### src/rtl/instr_mem_loader.sv
// Byte-stream instruction memory writer: packs little-endian bytes into words and holds the CPU in reset while loading.
// Define LOADER_CHECKSUM_EN to require a 4-byte trailer that must equal the 32-bit sum of all written words.
module instr_mem_loader #(
  parameter int ADDR_WIDTH = 10,
  parameter int DATA_WIDTH = 32
) (
  input  logic                  clk,
  input  logic                  rst_n,
  input  logic                  start,
  input  logic [ADDR_WIDTH:0]   word_count,
  input  logic [7:0]            byte_in,
  input  logic                  byte_valid,
  output logic                  byte_ready,
  output logic                  mem_we,
  output logic [31:0]           mem_addr,
  output logic [DATA_WIDTH-1:0] mem_wdata,
  output logic                  busy,
  output logic                  done,
  output logic                  cpu_hold,
  output logic                  err_overflow,
  output logic                  chk_err
);

  localparam logic [ADDR_WIDTH:0]   DEPTH    = {1'b1, {ADDR_WIDTH{1'b0}}};
  localparam logic [ADDR_WIDTH:0]   WIDE_ONE = {{ADDR_WIDTH{1'b0}}, 1'b1};
  localparam logic [ADDR_WIDTH-1:0] ADDR_ONE = {{(ADDR_WIDTH-1){1'b0}}, 1'b1};

  typedef enum logic [2:0] {
    IDLE,
    RECV,
    WRITE,
    DONE
`ifdef LOADER_CHECKSUM_EN
    , CHECK
`endif
  } state_t;

`ifdef LOADER_CHECKSUM_EN
  localparam state_t LOAD_END = CHECK;
`else
  localparam state_t LOAD_END = DONE;
`endif

  state_t                state, state_next;
  logic [ADDR_WIDTH:0]   n_words;
  logic [ADDR_WIDTH:0]   n_clamped;
  logic [ADDR_WIDTH-1:0] addr;
  logic [1:0]            byte_cnt;
  logic [DATA_WIDTH-1:0] shift_reg;
  logic                  busy_q;
  logic                  overflow_q;
  logic                  accept_start;
  logic                  xfer;
  logic                  word_complete;
  logic                  last_word;

`ifdef LOADER_CHECKSUM_EN
  logic [DATA_WIDTH-1:0] sum;
  logic [DATA_WIDTH-1:0] trail;
  logic                  chk_q;
`endif

  assign accept_start  = start && ((state == IDLE) || (state == DONE));
`ifdef LOADER_CHECKSUM_EN
  assign byte_ready    = (state == RECV) || (state == CHECK);
`else
  assign byte_ready    = (state == RECV);
`endif
  assign xfer          = byte_valid && byte_ready;
  assign word_complete = xfer && (byte_cnt == 2'd3);
  assign n_clamped     = (word_count > DEPTH) ? DEPTH : word_count;
  assign last_word     = (({1'b0, addr} + WIDE_ONE) == n_words);

  always_ff @(posedge clk) begin
    if (!rst_n) state <= IDLE;
    else        state <= state_next;
  end

  always_comb begin
    state_next = state;
    case (state)
      IDLE, DONE: begin
        if (accept_start) state_next = (n_clamped == '0) ? LOAD_END : RECV;
      end
      RECV:  if (word_complete) state_next = WRITE;
      WRITE: state_next = last_word ? LOAD_END : RECV;
`ifdef LOADER_CHECKSUM_EN
      CHECK: if (word_complete) state_next = DONE;
`endif
      default: state_next = IDLE;
    endcase
  end

  // On the final word the index is left in place so mem_addr keeps the last written address.
  always_ff @(posedge clk) begin
    if (!rst_n) begin
      n_words    <= '0;
      addr       <= '0;
      byte_cnt   <= '0;
      shift_reg  <= '0;
      busy_q     <= 1'b0;
      overflow_q <= 1'b0;
`ifdef LOADER_CHECKSUM_EN
      sum        <= '0;
      trail      <= '0;
      chk_q      <= 1'b0;
`endif
    end else begin
      busy_q <= (state_next != IDLE) && (state_next != DONE);
      if (accept_start) begin
        n_words    <= n_clamped;
        overflow_q <= (word_count > DEPTH);
        addr       <= '0;
        byte_cnt   <= '0;
`ifdef LOADER_CHECKSUM_EN
        sum        <= '0;
        chk_q      <= 1'b0;
`endif
      end
      if (xfer) begin
        byte_cnt <= byte_cnt + 2'd1;
        if (state == RECV) shift_reg <= {byte_in, shift_reg[DATA_WIDTH-1:8]};
`ifdef LOADER_CHECKSUM_EN
        else begin
          trail <= {byte_in, trail[DATA_WIDTH-1:8]};
          if (word_complete) chk_q <= ({byte_in, trail[DATA_WIDTH-1:8]} != sum);
        end
`endif
      end
      if (state == WRITE) begin
`ifdef LOADER_CHECKSUM_EN
        sum <= sum + shift_reg;
`endif
        if (!last_word) addr <= addr + ADDR_ONE;
      end
    end
  end

  assign mem_we       = (state == WRITE);
  assign mem_addr     = {{(32-ADDR_WIDTH){1'b0}}, addr};
  assign mem_wdata    = shift_reg;
  assign busy         = busy_q;
  assign cpu_hold     = busy_q;
  assign done         = (state == DONE);
  assign err_overflow = overflow_q;
`ifdef LOADER_CHECKSUM_EN
  assign chk_err      = chk_q;
`else
  assign chk_err      = 1'b0;
`endif

endmodule

### config.mk
export PLATFORM = sky130hd
export DESIGN_NAME = instr_mem_loader
export DESIGN_NICKNAME = d
export VERILOG_FILES = /design/src/rtl/instr_mem_loader.sv
export SDC_FILE = /design/constraint.sdc
export NUM_CORES = 1
export LEC_CHECK = 0
export BUFFER_PORTS_ARGS = -buffer_cell sky130_fd_sc_hd__buf_2
export CORE_ASPECT_RATIO = 1.1
export CORE_UTILIZATION = 43
export DETAILED_ROUTE_END_ITERATION = 7
export PLACE_DENSITY = 0.8
export REMOVE_ABC_BUFFERS = 1
export SETUP_SLACK_MARGIN = 0.4
export SKIP_CTS_REPAIR_TIMING = 1
export SLEW_MARGIN = 20
export SYNTH_ARGS = -nofsm -noshare
export SYNTH_HDL_FRONTEND = slang
export SYNTH_SLANG_ARGS = --single-unit
### constraint.sdc
create_clock -name clk -period 2.4 [get_ports clk]
set_input_delay 0.48 -clock clk [delete_from_list [all_inputs] [get_ports clk]]
set_output_delay 0.48 -clock clk [all_outputs]
set_load 0.02 [all_outputs]
==> run metrics <==
leading cell types in the layout, fill and taps excluded=76 x nand2_1, 70 x buf_2, 55 x dfxtp_1, 43 x a21oi_1, 25 x buf_4; Overflow after GRT=0; clk root buf=clkbuf_8; most common cell after layout, fill and taps aside=nand2_1; peak supply drop=0.405 mV; Final Cycle Share=0.916; DRT Pass-1 Iters=4; CTS tree=done; first-pass GRT wire length=11,200 µm; RSZ-0062 raised after global routing=yes; slew margin rel.=0.643; Post-DRT Antenna Nets=0; Placed Instance Area=3340 µm²; row cnt=31; fmax=455 MHz; Synth Flop Type=dfxtp_1; Max-Cap Viols=0; synthesized area=2960 µm²; nets@finish=478; crit path max fanout=6; Startpoint Class=register; Tot Pwr=2.03 mW; largest net degree at the start of global routing=36; via count=2,886; max-slew violations=0; number of synthesized flops with an enable pin=0; Power Dens Cells=531 nW/µm²; count of cell types in the netlist=55; ratio of cells with drive above 1 in the final layout=0.336; clock sinks=60; sequential fraction of the synthesis area=0.406; Die X=81.1 µm; Final Hold Viols=0; ant diodes=0; CP Class=reg2reg; initial drt markers=185; Overall Global Routing Usage=0.206; Async SR Flop Fraction=0; Area Growth Syn to Fin=29.4%; Lkg Pwr=1.54 nW; clock slew seen by the registers of the worst setup and hold paths=0.06 ns; initial antenna violation count=0; CP endpoint kind=register; # setup viols final=0; Starting Density=0.446; Place WS=0.0988 ns; WP data arrival=2.42 ns; Worst Hold Class=in2reg; IO buf count=70; Clock Tree Buf Depth=2; crit path time final=2.20 ns; hold_ws=0.378 ns; Post-Synthesis Cells=369; Routed WL per cell=14.7 µm; CP required=2.62 ns; Yosys reg bits=60; GP Congestion=0.874; status=complete, no violations; clk_skew=0.00256 ns; cell area after layout=3820 µm²; IO Pins=94; Chip Height=89.0 µm; dpl hpwl=5000 µm; Layout fillers=575; H-tree levels=3; # DRC=0; number of global-route vias before repair=2,465; die area=7210 µm²; Vias/cell=5.37; fin worst setup slack=0.202 ns; core area=6630 µm²; WL final=7870 µm; Syn. warnings=0; Worst-Skew Late Latency=0.34 ns; CTS Buf Count=9; slew of the pin with the lowest slew margin=0.534 ns; syn avg cell area=8.01 µm²
==> flip-flops by register name (all words and copies together) (netlist names) <==
signal / count
addr: 10
mem_wdata: 32
state: 3
busy: 1
n_words: 11
byte_cnt: 2
err_overflow: 1
==> area by class of cell <==
type,count,area (µm²),share of cell area
Multi-Input combinational cell,277,1700,0.445
Sequential cell,60,1210,0.317
Timing Repair Buffer,101,614,0.161
Clock buffer,10,138,0.0360
Tap cell,82,103,0.0268
Clock inverter,3,40.0,0.0105
Inverter,4,15.0,0.00393
==> per-stage QoR <==
step	TNS [ns]	util	std cells
after floorplan	-2.49	-	341
after global placement	0	0.504	514
after detailed placement	0	0.504	514
after CTS	0	0.531	527
after global routing	0	0.577	537
final	0	0.577	537
==> critical path, stage by stage, from the launching register on <==
cell	delay, ns
dfxtp_4	0.40
and4_4	0.23
nand4_1	0.29
xnor2_2	0.26
o2111ai_2	0.15
a211oi_4	0.36
buf_4	0.21
a2111o_1	0.13
o21ai_1	0.06
==> cells in the mapped netlist (5+ instances only) <==
| cell type | instances | area, µm² |
|---|---|---|
| dfxtp_1 | 60 | 1200 |
| buf_4 | 29 | 218 |
| nand2_1 | 76 | 285 |
| nand4_1 | 5 | 31.3 |
| nand3_1 | 7 | 35.0 |
| nor3b_1 | 8 | 60.1 |
| xnor2_1 | 8 | 70.1 |
| a21oi_1 | 47 | 235 |
| o21ai_0 | 9 | 45.0 |
| or4_1 | 5 | 37.5 |
| nor2_1 | 19 | 71.3 |
| clkbuf_1 | 18 | 67.6 |
==> kinds of logic (layout without fill, tap and decap cells) <==
| family | Yosys count | count (layout) | synth area share |
|---|---|---|---|
| compound gates | 88 | 88 | 0.185 |
| simple gates | 150 | 150 | 0.249 |
| mux | 2 | 2 | 0.00677 |
| xor+xnor | 11 | 11 | 0.0326 |
| fa+ha+maj | 2 | 2 | 0.00846 |
| flops | 60 | 60 | 0.406 |
| other cells | 1 | 24 | 0.00127 |
| buf+inv | 55 | 118 | 0.110 |
==> layer usage <==
metal	global-route usage	part of all wire	vias to the layer above	routed length, µm
met1	0.245	0.41	1305	3200
met4	0.119	0.038	0	299
li1	-	-	1399	-
met3	0.0602	0.083	28	650
met2	0.331	0.47	154	3730
met5	0	0	-	0
==> worst paths after layout <==
| path | slack [ns] | start | end | cells past startpoint |
|---|---|---|---|---|
| worst max register to register | 0.20 | addr[1] | addr[2] | 8 |
| worst min-delay path | 0.38 | byte_in[7] | mem_wdata[31] | 3 |
| worst max-delay path | 0.20 | addr[1] | addr[2] | 8 |
| worst min register to register | 0.45 | mem_wdata[1] | mem_wdata[1] | 2 |
==> report_power, final <==
part / leakage, nW / internal [mW] / switching [mW]
Sequential: 0.488 / 1.01 / 0.0124
Combinational: 0.960 / 0.0500 / 0.108
Clock: 0.0939 / 0.486 / 0.369
Total: 1.54 / 1.54 / 0.489
No activity file was read; power rests on OpenSTA's default activity.
